$ cat src/rtl/tick_bcd_counter.sv
// tick_bcd_counter: a multi-digit BCD up/down counter that advances once per
// rising edge of a slow, asynchronous TICK_IN square wave. START/STOP/CLEAR
// drive a small IDLE/RUN/HOLD controller, and TC_PULSE flags each wrap-around.
module tick_bcd_counter #(
  parameter int DIGITS      = 4,
  parameter int SYNC_STAGES = 2
) (
  input  logic                  CLK_IN,
  input  logic                  RST_N,
  input  logic                  TICK_IN,
  input  logic                  START,
  input  logic                  STOP,
  input  logic                  CLEAR,
  input  logic                  DOWN,
  output logic [4*DIGITS-1:0]   BCD_OUT,
  output logic                  RUNNING,
  output logic                  TC_PULSE
);

  typedef enum logic [1:0] {
    IDLE = 2'd0,
    RUN  = 2'd1,
    HOLD = 2'd2
  } state_t;

  state_t                 state_q;
  state_t                 state_nxt;
  logic [SYNC_STAGES-1:0] sync_q;
  logic                   hist_q;
  logic                   tick_en;
  logic                   count_en;
  logic [4*DIGITS-1:0]    bcd_q;
  logic [4*DIGITS-1:0]    bcd_nxt;
  logic                   wrap;
  logic                   carry;
  logic [3:0]             digit_cur;
  logic [3:0]             digit_nxt;
  logic                   running_q;
  logic                   tc_q;

  // Synchronize TICK_IN and keep one flop of history for rising-edge detect.
  always_ff @(posedge CLK_IN or negedge RST_N) begin
    if (!RST_N) begin
      sync_q <= '0;
      hist_q <= 1'b0;
    end else begin
      sync_q <= {sync_q[SYNC_STAGES-2:0], TICK_IN};
      hist_q <= sync_q[SYNC_STAGES-1];
    end
  end

  assign tick_en  = sync_q[SYNC_STAGES-1] & ~hist_q;
  assign count_en = tick_en && (state_q == RUN) && !CLEAR;

  // Controller state register.
  always_ff @(posedge CLK_IN or negedge RST_N) begin
    if (!RST_N) begin
      state_q <= IDLE;
    end else begin
      state_q <= state_nxt;
    end
  end

  // Next state: CLEAR wins, STOP only matters in RUN, START only outside RUN.
  always_comb begin
    state_nxt = state_q;
    if (CLEAR) begin
      state_nxt = IDLE;
    end else if (STOP && (state_q == RUN)) begin
      state_nxt = HOLD;
    end else if (START && (state_q != RUN)) begin
      state_nxt = RUN;
    end
  end

  // Ripple the decimal carry/borrow through the digits; a carry out of the top
  // digit means the whole counter wrapped.
  always_comb begin
    bcd_nxt   = bcd_q;
    carry     = 1'b1;
    digit_cur = 4'd0;
    digit_nxt = 4'd0;
    for (int i = 0; i < DIGITS; i++) begin
      digit_cur = bcd_q[4*i +: 4];
      digit_nxt = digit_cur;
      if (carry) begin
        if (!DOWN) begin
          if (digit_cur >= 4'd9) begin
            digit_nxt = 4'd0;
          end else begin
            digit_nxt = digit_cur + 4'd1;
            carry     = 1'b0;
          end
        end else begin
          if (digit_cur == 4'd0) begin
            digit_nxt = 4'd9;
          end else if (digit_cur > 4'd9) begin
            digit_nxt = 4'd9;
            carry     = 1'b0;
          end else begin
            digit_nxt = digit_cur - 4'd1;
            carry     = 1'b0;
          end
        end
      end
      bcd_nxt[4*i +: 4] = digit_nxt;
    end
    wrap = carry;
  end

  // Count register and wrap pulse; CLEAR discards any coincident tick.
  always_ff @(posedge CLK_IN or negedge RST_N) begin
    if (!RST_N) begin
      bcd_q <= '0;
      tc_q  <= 1'b0;
    end else if (CLEAR) begin
      bcd_q <= '0;
      tc_q  <= 1'b0;
    end else if (count_en) begin
      bcd_q <= bcd_nxt;
      tc_q  <= wrap;
    end else begin
      tc_q  <= 1'b0;
    end
  end

  // RUNNING mirrors the registered state so it is glitch-free.
  always_ff @(posedge CLK_IN or negedge RST_N) begin
    if (!RST_N) begin
      running_q <= 1'b0;
    end else begin
      running_q <= (state_nxt == RUN);
    end
  end

  assign BCD_OUT  = bcd_q;
  assign RUNNING  = running_q;
  assign TC_PULSE = tc_q;

endmodule

$ cat config.mk
export PLATFORM = sky130hd
export DESIGN_NAME = tick_bcd_counter
export DESIGN_NICKNAME = d
export VERILOG_FILES = /design/src/rtl/tick_bcd_counter.sv
export SDC_FILE = /design/constraint.sdc
export NUM_CORES = 1
export LEC_CHECK = 0
export CAP_MARGIN = 20
export CORE_MARGIN = 1
export CORE_UTILIZATION = 57
export CTS_BUF_LIST = sky130_fd_sc_hd__clkbuf_2 sky130_fd_sc_hd__clkbuf_4 sky130_fd_sc_hd__clkbuf_8
export DETAILED_ROUTE_END_ITERATION = 7
export PLACE_DENSITY_LB_ADDON = 0.15
export SKIP_LAST_GASP = 1
export SYNTH_ARGS = -nofsm -noshare
export SYNTH_HDL_FRONTEND = slang
export SYNTH_SLANG_ARGS = --single-unit
$ cat constraint.sdc
create_clock -name CLK_IN -period 2.75 [get_ports CLK_IN]
set_clock_uncertainty 0.15 [all_clocks]
set_input_delay 0.275 -clock CLK_IN [delete_from_list [all_inputs] [get_ports CLK_IN]]
set_output_delay 0.275 -clock CLK_IN [all_outputs]
set_load 0.01 [all_outputs]
==> reports/qor.txt, run 1 <==
Min-delay worst type: in2async
Fin Setup TNS: 0 ns
Violation count after the first detailed-route iteration: 162
DP Area: 2150 µm²
R2R setup slack: 0.32 ns
# resized after CTS: 0
Dpl hpwl: 3050 µm
Num rows: 20
Clk sink count: 23
Post-synthesis register bit count: 23
Initial core utilization: 0.605
Outcome: complete, no violations
CP Launch Type: register
Crit path time final: 2.43 ns
Layout cells sized above 1: 0.0805
Bufs on Longest Clock Path: 2
Final non-filler cell area: 2180 µm²
Family with the most delay on the worst path: simple AND/OR/NAND/NOR gates
Worst EP required: 2.87 ns
Synth top area cells: dfrtp_1, ha_1, nor2_1, inv_1, a21oi_1
Post-CTS setup buffer count: 0
Fmax: 411 MHz
Ant. Diodes: 0
Die Area: 3500 µm²
Final WL: 4220 µm
Die Ht: 59.2 µm
Final period util: 0.884
Grt ovf: 0
Fin. Hold Viols: 0
Gr usage total: 0.256
DR WL/cell: 15.1 µm
Setup violators final: 0
Vias per cell: 6.20
Crit. path cell count: 7
Synth async-reset ratio: 1.00
Yosys cell types: 62
Final net count: 259
Std-Cell Core Area: 3080 µm²
Fin. max-slew vios: 0
Leak: 0.000901 µW
GPL Wtd Cong: 0.950
Worst hold slack: 0.140 ns
Top Ports: 25
Critical path arrival: 2.55 ns
CP max stage delay: 0.49 ns
Crit path max fanout: 8
Sequential share of the synthesized area: 0.309
Worst Tran Pin Value: 0.490 ns
Area growth from synthesis to layout: 17.1%
Synth top area share: 0.309
Vias in the first global route: 1,620
WP buf/inv: 1
Max cap viols: 0
Clock latency on the worst-skew pair: 0.32 ns
Num CTS Buffers: 3
Power Dens Cells: 295 nW/µm²
Yosys Warn Count: 0
EDFF count, synth: 0
CP max-delay cell: dfrtp_1
Clock root buffer: clkbuf_4
IO buf count: 24
Syn Area/Cell: 8.82 µm²
Crit Path Class: reg2reg
Final ANT Viol Nets: 0
TritonCTS clock tree: done
DR vias: 1,735
First-pass GRT wire length: 6930 µm
Hold_buf cts: 0
Worst setup EP type: register
Syn Inst Count: 211
Iteration count of the initial detailed-routing pass: 5
Syn Nets: 233
Clock transition at path regs: 0.13 ns
H-tree levels: 1
Initial antenna violation count: 0
Crit-path cells: inv_1, ha_1, nor3b_1, a2bb2oi_2, nor3_2, nor4b_1, a31o_1
VDD IR-drop max: 0.288 mV
RSZ-0062 raised after global routing: false
Mapped cell area: 1860 µm²
Drt drc: 0
Main synth FF type: dfrtp_1
Worst R2R Path Depth: 7
Pin count of the biggest net entering global routing: 24
Slew HR: 0.672
Die width: 59.2 µm
Cell taking the most area after synthesis: dfrtp_1
## path summary, 6_finish.rpt
| kind | from | end |
|---|---|---|
| min in group CLK_IN | sync_q[0] | sync_q[1] |
| min | RST_N | BCD_OUT[0] |
| max reg2reg | BCD_OUT[0] | BCD_OUT[10] |
| max in group asynchronous | RST_N | BCD_OUT[3] |
| max | BCD_OUT[0] | BCD_OUT[10] |
| min reg2reg | sync_q[0] | sync_q[1] |
## per-layer routing
metal,vias up,share of wire,global-route usage
li1,826,-,-
met1,814,0.44,0.336
met2,82,0.48,0.427
met3,13,0.062,0.0349
met4,0,0.012,0.102
met5,-,0,0
## registers in the layout, summed over array words and instances (netlist names)
| signal | cells |
|---|---|
| BCD_OUT | 16 |
| state_q | 2 |
| sync_q | 2 |
| RUNNING | 1 |
| TC_PULSE | 1 |
| hist_q | 1 |
## layout make-up
| class | instances | area [µm²] |
|---|---|---|
| clock inverter | 1 | 5.00 |
| clock buffer | 3 | 22.5 |
| multi-input combinational | 164 | 1180 |
| tap | 44 | 55.1 |
| inverter | 16 | 60.1 |
| timing repair buffer | 29 | 278 |
| sequential | 23 | 576 |
| fill | 250 | 898 |
## cell usage after synthesis, drive strengths merged (2+ instances only)
cell type	n
nor2b	5
nand2b	9
nand3	3
inv	16
o211ai	4
nor4b	3
a2bb2oi	2
nand2	7
o21ai	11
a22oi	2
o2bb2ai	2
buf	3
nor3b	9
a31oi	4
o31ai	4
o22ai	2
nand3b	2
a21oi	11
nor3	8
clkbuf	5
o311ai	2
o221ai	2
mux2i	3
nor2	24
ha	15
dfrtp	23
and2b	2
and2	2
a211oi	4
## worst register-to-register path, stage by stage, from the launching register on
cell and delay, ns:
dfrtp_1 0.49, inv_1 0.12, ha_1 0.29, nor3b_1 0.19, a2bb2oi_2 0.21, nor3_2 0.39, nor4b_1 0.40, a31o_1 0.16
## through the flow
stage	cells	total power, µW	setup WS, ns	utilization
after floorplan	211	440	0.600	-
after global placement	276	481	0.401	0.699
after detailed placement	276	486	0.348	0.699
after CTS	280	648	0.362	0.708
after global routing	280	675	0.156	0.708
final	280	643	0.319	0.708
## kinds of logic (layout without fill, tap and decap cells)
logic type               count (synthesis)  in the layout  share of synthesized area
AND/OR/NAND/NOR                         81             81                      0.266
AO/OA/AOI/OAI                           63             63                      0.243
buffers and inverters                   24             49                     0.0551
flip-flops                              23             23                      0.309
adder cells (fa/ha/maj)                 15             15                      0.101
multiplexers                             3              3                     0.0161
XOR/XNOR                                 2              2                    0.00941
## where the power goes
| part | internal (µW) | switching, µW |
|---|---|---|
| Combinational | 54.9 | 69.8 |
| Sequential | 347 | 10.3 |
| Clock | 54.4 | 107 |
## cell usage in the layout (no fill, tap or decap), types with 7 or more instances in the layout
cell	count
a21oi_1	11
clkdlybuf4s50_1	24
dfrtp_1	23
ha_1	15
inv_1	16
nand2_1	7
nand2b_1	8
nor2_1	24
nor3_1	7
nor3b_1	7
o21ai_0	10
Power figures use the tool's default switching activity.
==> inputs of run 2 (changes only) <==
TNS_END_PERCENT = 100   (was not set)
==> results of run 2 <==
Same layout as run 1: the final DEF is identical, and so are final timing and power.
==> inputs of run 3 (changes only) <==
GPL_ROUTABILITY_DRIVEN = 0   (was not set)
==> results of run 3 <==
Same layout as run 1: the final DEF is identical, and so are final timing and power.
